**config.mk**
```make
export PLATFORM = sky130hd
export DESIGN_NAME = pcs_sync
export DESIGN_NICKNAME = d
export VERILOG_FILES = /design/src/rtl/pcs_pkg.sv /design/src/rtl/pcs_sync.sv
export SDC_FILE = /design/constraint.sdc
export NUM_CORES = 1
export LEC_CHECK = 0
export ABC_AREA = 0
export BUFFER_PORTS_ARGS = -buffer_cell sky130_fd_sc_hd__buf_2
export CAP_MARGIN = 20
export CORE_MARGIN = 3
export CORE_UTILIZATION = 50
export CTS_CLUSTER_SIZE = 12
export DETAILED_ROUTE_END_ITERATION = 12
export PLACE_DENSITY = 0.84
export SYNTH_ARGS = -nofsm -noshare
export SYNTH_HDL_FRONTEND = slang
export SYNTH_SLANG_ARGS = --single-unit
export TNS_END_PERCENT = 5
```
**constraint.sdc**
```tcl
create_clock -name clk -period 3.7 [get_ports clk]
set_input_delay 0.185 -clock clk [delete_from_list [all_inputs] [get_ports clk]]
set_output_delay 0.185 -clock clk [all_outputs]
set_load 0.03 [all_outputs]
```
**src/rtl/pcs_pkg.sv**
```systemverilog
// Shared definitions for the 1000BASE-X PCS synchronization state machine.
package pcs_pkg;

  localparam int unsigned STATE_W          = 4;
  localparam int unsigned GOOD_CGS_MAX_DEF = 3;

  localparam logic [6:0] COMMA_POS = 7'b0011111;
  localparam logic [6:0] COMMA_NEG = 7'b1100000;
  localparam logic [7:0] K28_5     = 8'hBC;

  typedef enum logic [STATE_W-1:0] {
    ST_LOSS_OF_SYNC = 4'd0,
    ST_COMMA_DET_1  = 4'd1,
    ST_COMMA_DET_2  = 4'd2,
    ST_COMMA_DET_3  = 4'd3,
    ST_ACQ_SYNC_1   = 4'd4,
    ST_ACQ_SYNC_2   = 4'd5,
    ST_SYNC_ACQ_1   = 4'd6,
    ST_SYNC_ACQ_2   = 4'd7,
    ST_SYNC_ACQ_2A  = 4'd8,
    ST_SYNC_ACQ_3   = 4'd9,
    ST_SYNC_ACQ_3A  = 4'd10,
    ST_SYNC_ACQ_4   = 4'd11,
    ST_SYNC_ACQ_4A  = 4'd12
  } pcs_state_e;

  // Comma detection looks only at the first seven bits (a..g) of the group.
  function automatic logic is_comma(input logic [6:0] cg_hi);
    return (cg_hi == COMMA_POS) || (cg_hi == COMMA_NEG);
  endfunction

  function automatic logic in_sync_acquired(input pcs_state_e st);
    return st inside {ST_SYNC_ACQ_1, ST_SYNC_ACQ_2, ST_SYNC_ACQ_2A, ST_SYNC_ACQ_3,
                      ST_SYNC_ACQ_3A, ST_SYNC_ACQ_4, ST_SYNC_ACQ_4A};
  endfunction

endpackage

```
**src/rtl/pcs_sync.sv**
```systemverilog
// 1000BASE-X PCS code-group synchronization (comma acquisition / loss-of-sync).
// Define PCS_SYNC_STATS_EN to build the saturating lost-sync counter on loss_cnt.
module pcs_sync
  import pcs_pkg::*;
#(
  parameter int unsigned GOOD_CGS_MAX = GOOD_CGS_MAX_DEF
) (
  input  logic        clk,
  input  logic        reset,
  input  logic        signal_detect,
  input  logic [9:0]  rx_code,
  input  logic [7:0]  data_in,
  input  logic        control,
  input  logic        code_valid,
  output logic        sync_status,
  output logic        EVEN,
  output logic [7:0]  data_out,
  output logic        control_out,
  output logic [15:0] loss_cnt
);

  localparam int unsigned GCS_W = (GOOD_CGS_MAX > 0) ? $clog2(GOOD_CGS_MAX + 1) : 1;

  pcs_state_e       state_q, state_d;
  logic             rx_even_q, rx_even_d;
  logic             sync_status_q, sync_status_d;
  logic [GCS_W-1:0] good_cgs_q, good_cgs_d;
  logic [7:0]       data_out_q, data_out_d;
  logic             control_out_q, control_out_d;

  logic cgcomma, cgbad, cggood, cgdata, gcs_max;

  // The low three bits never take part in comma detection.
  logic unused_rx_low;
  assign unused_rx_low = ^rx_code[2:0];

  assign cgcomma = is_comma(rx_code[9:3]);
  assign cgbad   = !code_valid || (cgcomma && rx_even_q);
  assign cggood  = !cgbad;
  assign cgdata  = code_valid && !control;
  assign gcs_max = (good_cgs_q == GCS_W'(GOOD_CGS_MAX));

  // Next state from the current group, then entry actions of the chosen state.
  always_comb begin
    state_d       = state_q;
    rx_even_d     = rx_even_q;
    sync_status_d = sync_status_q;
    good_cgs_d    = good_cgs_q;
    data_out_d    = data_in;
    control_out_d = control;

    case (state_q)
      ST_LOSS_OF_SYNC: state_d = cgcomma ? ST_COMMA_DET_1 : ST_LOSS_OF_SYNC;
      ST_COMMA_DET_1:  state_d = cgdata ? ST_ACQ_SYNC_1 : ST_LOSS_OF_SYNC;
      ST_COMMA_DET_2:  state_d = cgdata ? ST_ACQ_SYNC_2 : ST_LOSS_OF_SYNC;
      ST_COMMA_DET_3:  state_d = cgdata ? ST_SYNC_ACQ_1 : ST_LOSS_OF_SYNC;
      ST_ACQ_SYNC_1: begin
        if (cgbad)                        state_d = ST_LOSS_OF_SYNC;
        else if (cgcomma && !rx_even_q)   state_d = ST_COMMA_DET_2;
      end
      ST_ACQ_SYNC_2: begin
        if (cgbad)                        state_d = ST_LOSS_OF_SYNC;
        else if (cgcomma && !rx_even_q)   state_d = ST_COMMA_DET_3;
      end
      ST_SYNC_ACQ_1:  state_d = cgbad ? ST_SYNC_ACQ_2 : ST_SYNC_ACQ_1;
      ST_SYNC_ACQ_2:  state_d = cgbad ? ST_SYNC_ACQ_3 : ST_SYNC_ACQ_2A;
      ST_SYNC_ACQ_2A: state_d = cgbad ? ST_SYNC_ACQ_3 : (gcs_max ? ST_SYNC_ACQ_1 : ST_SYNC_ACQ_2A);
      ST_SYNC_ACQ_3:  state_d = cgbad ? ST_SYNC_ACQ_4 : ST_SYNC_ACQ_3A;
      ST_SYNC_ACQ_3A: state_d = cgbad ? ST_SYNC_ACQ_4 : (gcs_max ? ST_SYNC_ACQ_2 : ST_SYNC_ACQ_3A);
      ST_SYNC_ACQ_4:  state_d = cgbad ? ST_LOSS_OF_SYNC : ST_SYNC_ACQ_4A;
      ST_SYNC_ACQ_4A: state_d = cgbad ? ST_LOSS_OF_SYNC : (gcs_max ? ST_SYNC_ACQ_3 : ST_SYNC_ACQ_4A);
      default:        state_d = ST_LOSS_OF_SYNC;
    endcase

    if (!signal_detect) state_d = ST_LOSS_OF_SYNC;

    // Every transition, including a self-loop, re-runs the target's entry actions.
    case (state_d)
      ST_LOSS_OF_SYNC: begin
        rx_even_d     = !rx_even_q;
        sync_status_d = 1'b0;
      end
      ST_COMMA_DET_1, ST_COMMA_DET_2, ST_COMMA_DET_3: rx_even_d = 1'b1;
      ST_ACQ_SYNC_1, ST_ACQ_SYNC_2: rx_even_d = !rx_even_q;
      ST_SYNC_ACQ_1: begin
        rx_even_d     = !rx_even_q;
        sync_status_d = 1'b1;
      end
      ST_SYNC_ACQ_2, ST_SYNC_ACQ_3, ST_SYNC_ACQ_4: begin
        rx_even_d  = !rx_even_q;
        good_cgs_d = '0;
      end
      ST_SYNC_ACQ_2A, ST_SYNC_ACQ_3A, ST_SYNC_ACQ_4A: begin
        rx_even_d  = !rx_even_q;
        good_cgs_d = good_cgs_q + GCS_W'(1);
      end
      default: rx_even_d = rx_even_q;
    endcase
  end

  always_ff @(posedge clk) begin
    if (reset) begin
      state_q       <= ST_LOSS_OF_SYNC;
      rx_even_q     <= 1'b0;
      sync_status_q <= 1'b0;
      good_cgs_q    <= '0;
      data_out_q    <= '0;
      control_out_q <= 1'b0;
    end else begin
      state_q       <= state_d;
      rx_even_q     <= rx_even_d;
      sync_status_q <= sync_status_d;
      good_cgs_q    <= good_cgs_d;
      data_out_q    <= data_out_d;
      control_out_q <= control_out_d;
    end
  end

  assign sync_status = sync_status_q;
  assign EVEN        = rx_even_q;
  assign data_out    = data_out_q;
  assign control_out = control_out_q;

`ifdef PCS_SYNC_STATS_EN
  logic [15:0] loss_cnt_q, loss_cnt_d;

  // Count every drop out of any SYNC_ACQUIRED state, forced or not; saturates.
  always_comb begin
    loss_cnt_d = loss_cnt_q;
    if (in_sync_acquired(state_q) && (state_d == ST_LOSS_OF_SYNC) && (loss_cnt_q != 16'hFFFF))
      loss_cnt_d = loss_cnt_q + 16'd1;
  end

  always_ff @(posedge clk) begin
    if (reset) loss_cnt_q <= '0;
    else       loss_cnt_q <= loss_cnt_d;
  end

  assign loss_cnt = loss_cnt_q;
`else
  assign loss_cnt = '0;
`endif

endmodule

```
## Word-level counts from Yosys, hierarchy flattened

Index checks and enable logic that the tools add are counted.

- Register bits: 17
- Bits of input ports: 23
- Output and inout bits: 27
- Logic and storage cells: 74

- $add $sub $neg: 1
- Eq/ne operators: 27
- Mux-type cells: 23
- Reduce and logical (&&, ||, !) cells: 17

Operators with widths:

| kind | number |
|---|---|
| $pmux 4 s13 | 1 |
| $mux 4 | 11 |
| $eq 4x4->1 const B | 10 |
| $eq 4x3->1 const B | 8 |
| $eq 4x2->1 const B | 4 |
| $mux 3 | 4 |
| $reduce_or 10->1 | 1 |
| $reduce_or 3->1 | 3 |
| $eq 4x1->1 const B | 2 |
| $logic_not 4->1 | 2 |
| $eq 7x5->1 const B | 1 |
| $eq 7x7->1 const B | 1 |
| $reduce_bool 2->1 | 3 |
| $mux 1 | 4 |
| $pmux 1 s2 | 2 |
| $pmux 2 s2 | 1 |
| $logic_and 1x1->1 | 3 |
| $logic_not 1->1 | 3 |
| $add 2x1->2 const B | 1 |
| $eq 2x2->1 const B | 1 |
| $logic_or 1x1->1 | 2 |

## Depth between registers and ports, before layout

- Word-level depth: 10
- Gate-level depth with buffers: 7
- Mapped depth without buffers: 7

## Worst setup path after synthesis

OpenSTA, ideal clock, no wires.

- Kind: register to register
- Start: reg rx_even_q (netlist: EVEN)
- End: reg good_cgs_q[0]
- Setup time: 0.059 ns
- Arrival: 2.187 ns
- Data required time: 3.641 ns
- Slack: 1.454 ns
- Stages on the path, launching flop included: 7
- Buffers on the path: 0
- Period minus slack after synthesis: 2.246 ns
- Path through: dfxtp_1 > or4b_4 > o221a_4 > o2111ai_4 > nand4_4 > a2111oi_2 > a31o_1

- Cells in the longest elaborated chain, start to end: 9

RTL lines:

| what | line | source |
|---|---|---|
| start, declared | pcs_sync.sv:25 | `logic rx_even_q, rx_even_d;` |
| start signal, assigned | pcs_sync.sv:111 | `rx_even_q <= rx_even_d;` |
| $logic_not 1->1 | pcs_sync.sv:59, pcs_sync.sv:63 |  |
| $logic_and 1x1->1 | pcs_sync.sv:59, pcs_sync.sv:63 |  |
| $mux 4 (on tied branches) | pcs_sync.sv:63, pcs_sync.sv:59 |  |
| $mux 4 (on tied branches) | pcs_sync.sv:62, pcs_sync.sv:58 |  |
| $pmux 4 s13 * | pcs_sync.sv:52 | `case (state_q)` |
| $mux 4 * | pcs_sync.sv:75 | `if (!signal_detect) state_d = ST_LOSS_OF_SYNC;` |
| $eq 4x4->1 or $eq 4x3->1 (tied branches) | pcs_sync.sv:78 | `case (state_d)` |
| $reduce_or 3->1 | pcs_sync.sv:78 |  |
| $pmux 2 s2 or $reduce_bool 2->1 (tied branches) | n/a |  |
| end signal, assigned | pcs_sync.sv:113 | `good_cgs_q <= good_cgs_d;` |
| end, declared | pcs_sync.sv:27 | `logic [GCS_W-1:0] good_cgs_q, good_cgs_d;` |

Mark *: on every way between the ends. The rest lies on a longest branch, timed or not.
A chain may end at the register's enable or synchronous reset.

## Worst setup path in the final report

Ends and elaborated chain as after synthesis.

==> run metrics <==
status=completed; post-route setup TNS=0 ns; mux cell area share after synthesis=0.008830; post-CTS setup buffers=0; Pre-Repair DR Iteration Count=4; vias in the first global route=961; Yosys reg bits=17; Syn Std Cell Area=1134 um2; CTS Root Cell=clkbuf_4; Max Freq=0.4549 GHz; most common cell after layout, fill and taps aside=buf_2; adder-cell area share of the yosys netlist=0.01104; Startpoint Class=flop; complex-gate fraction of the synthesized area=0.2285; Placement Cell Area=1231 um2; CP max stage delay=~0.50 ns; area grow syn2layout=10.93%; grt ovf=0; top post-synthesis cells by area=dfxtp_1 (30%), buf_4 (11%), nor2b_1 (8.8%), o2111ai_4 (2.3%), nand2_1 (2.0%); RD Place Congestion=0.8204; Hold Path Class=input port to flop; Reg clk slew, reported paths=roughly 0.080 ns; Die ar.=roughly 2900 um2; final worst-path cycle share=0.5942; DRT iter0 DRCs=16; WHS Path Cells=2; min-delay src=data_in[1]; Port Buffer Count=30; worst r2r src=EVEN; Max Cap Viol=0; main combinational cell family by area after synthesis=simple AND/OR/NAND/NOR gates; Final ANT Viol Nets=0; Cell variety after synth=49; CTS resizes=0; fin cells=~180; unrepaired setup endpoints after global routing=false; final core utilization=0.6098; Synth Flop Type=dfxtp_1; r2r endpoint=good_cgs_q[0]; R2R depth=6; DRC=0; WL/cell=roughly 13 um; drt via density=~5.4; initial antenna violation count=0; Starting Density=0.5498; sequential-to-total area share from yosys stat=0.3002; GRT Overall Usage=0.1705; CTS Buf Count=3; gate count of the mapped netlist=about 130; yosys warns=0; WP data required=between 3 and 4 ns; final setup violation count=0; Worst VDD drop=roughly 0.00026 V; Net count, final=180; Post-synth EDFFs=0; CP endpoint kind=flop; CTS H-tree lvls=1; final hold violations=0; Post-Synth XOR/XNOR Area=0.01545; Pwr Density=approximately 280 nW/um2; worst reg2reg setup slack=around 1.5 ns; minimum clock period=2.198 ns; core area=about 2100 um2; # placed instances=between 150 and 200; Crit path arrival time=approximately 2.4 ns; Crit-path slowest cell=or4b_4; leading area contributor after synthesis=dfxtp_1; Ports=50; leakage power=~0.00054 uW; Synth Area per Inst=between 8 and 9 um2; Post-Synth Simple-Gate Area=0.2936; WP buf/inv=0; total wire length=2364 um; Die W=53.62 um; Hold Path End=data_out[1]; Clock Sinks=17; Vias=~1000; Yosys top cell area share=0.3002; Filler Cell Count=between 150 and 200; Async SR Flop Fraction=0; CP startpoint=EVEN; clk_skew=0.002425 ns; standard-cell rows=16; CP Cell Sequence=or4b_4 > o221a_4 > o2111ai_4 > nand4_4 > a2111oi_2 > a31o_1; critical path fanouts, max=7; CTS tree=built; critical path class=flop to flop; antenna cells=0; Die Y=between 50 and 60 um; dpl hpwl=1910 um; Design Area, Final=1257 um2; hold buffers post-CTS=0; Slew Limit Fails=0; Clock Latency Late Sink=0.28 ns; most frequent cells in the layout=buf_2 (30), dfxtp_1 (17), nor2b_1 (16), conb_1 (16); CP top delay family=compound AO/OA/AOI/OAI gates; Clock Path Buffers=2; largest net degree at the start of global routing=16; share of layout cells above drive strength 1=0.2645; first-pass GRT wire length=3712 um
-- cells by family (layout without fill, tap and decap cells) --
| group | count (synthesis) | after routing |
|---|---|---|
| compound gates | 28 | 28 |
| xor+xnor | 2 | 2 |
| fa+ha+maj | 1 | 1 |
| buf+inv | 26 | 38 |
| flops | 17 | 17 |
| mux | 1 | 1 |
| other cells | 1 | 16 |
| simple gates | 52 | 52 |
-- worst reg2reg max path, stage by stage (launching register included) --
cell and delay [ns]:
dfxtp_1 0.40, or4b_4 0.50, o221a_4 0.32, o2111ai_4 0.22, nand4_4 0.17, a2111oi_2 0.39
a31o_1 0.14
-- cells in the mapped netlist (2+ instances only) --
cell and n:
buf_4 16, dfxtp_1 17, and2_1 2, and3_1 2
nor2_1 6, inv_1 4, nand2_1 6, clkbuf_1 4
nor2b_1 16, a21oi_1 4, buf_1 2, nand2b_1 2
o21ai_0 3, nand3_1 3, nand4b_1 2, nand3b_1 2
nand4_1 2, o221ai_1 2, nor3b_1 2, a31oi_1 2
-- state kept, by name, indices dropped and copies added (netlist names) --
register     cells
EVEN             1
good_cgs_q       2
state_q          4
control_out      1
data_out         8
sync_status      1
-- report_power, final --
group | leakage (uW) | switching (uW) | internal, uW | total, uW
clock | 0.0000150 | 51.2 | 41.8 | 93.0
combinational | 0.000381 | 51.3 | 19.6 | 71.0
sequential | 0.000140 | 2.23 | 189 | 191
total | 0.000536 | 105 | 250 | 355
-- layout make-up --
| type | instances | area, um2 | area share |
|---|---|---|---|
| tap | 27 | 33.78 | 0.02687 |
| sequential | 17 | 340.3 | 0.2706 |
| clock buffer | 4 | 26.28 | 0.02090 |
| timing repair buffer | 30 | 150.1 | 0.1194 |
| inverter | 4 | 15.01 | 0.01194 |
| multi-input combinational | 100 | 691.9 | 0.5502 |
-- how the worst max path moves through the flow --
stage                     to  slack [ns]  depth (start not counted)
2_1_floorplan  good_cgs_q[0]        1.45                          6
3_3_place_gp   good_cgs_q[0]        1.57                          6
3_5_place_dp   good_cgs_q[0]        1.51                          6
4_1_cts        good_cgs_q[0]        1.48                          6
5_1_grt        good_cgs_q[0]        1.38                          6
6_report       good_cgs_q[0]        1.50                          6
-- metal layers --
layer	routed length, um	GRT usage	up-vias
met5	0	0	-
met4	15	0.07660	0
met3	128	0.02770	2
met2	1268	0.3184	37
met1	951	0.1864	460
li1	-	-	486
-- metrics by stage --
| stage | total power [uW] | setup WS, ns | hold slack, ns |
|---|---|---|---|
| detailed placement | 266.2 | 1.510 | 0.4002 |
| CTS | 360.4 | 1.479 | 0.09782 |
| finish | 355.1 | 1.502 | 0.1064 |
| global placement | 264.4 | 1.567 | 0.3924 |
| global route | 373.5 | 1.376 | 0.1050 |
| floorplan | 258.7 | 1.454 | 0.3132 |
No activity file was read; power rests on OpenSTA's default activity.
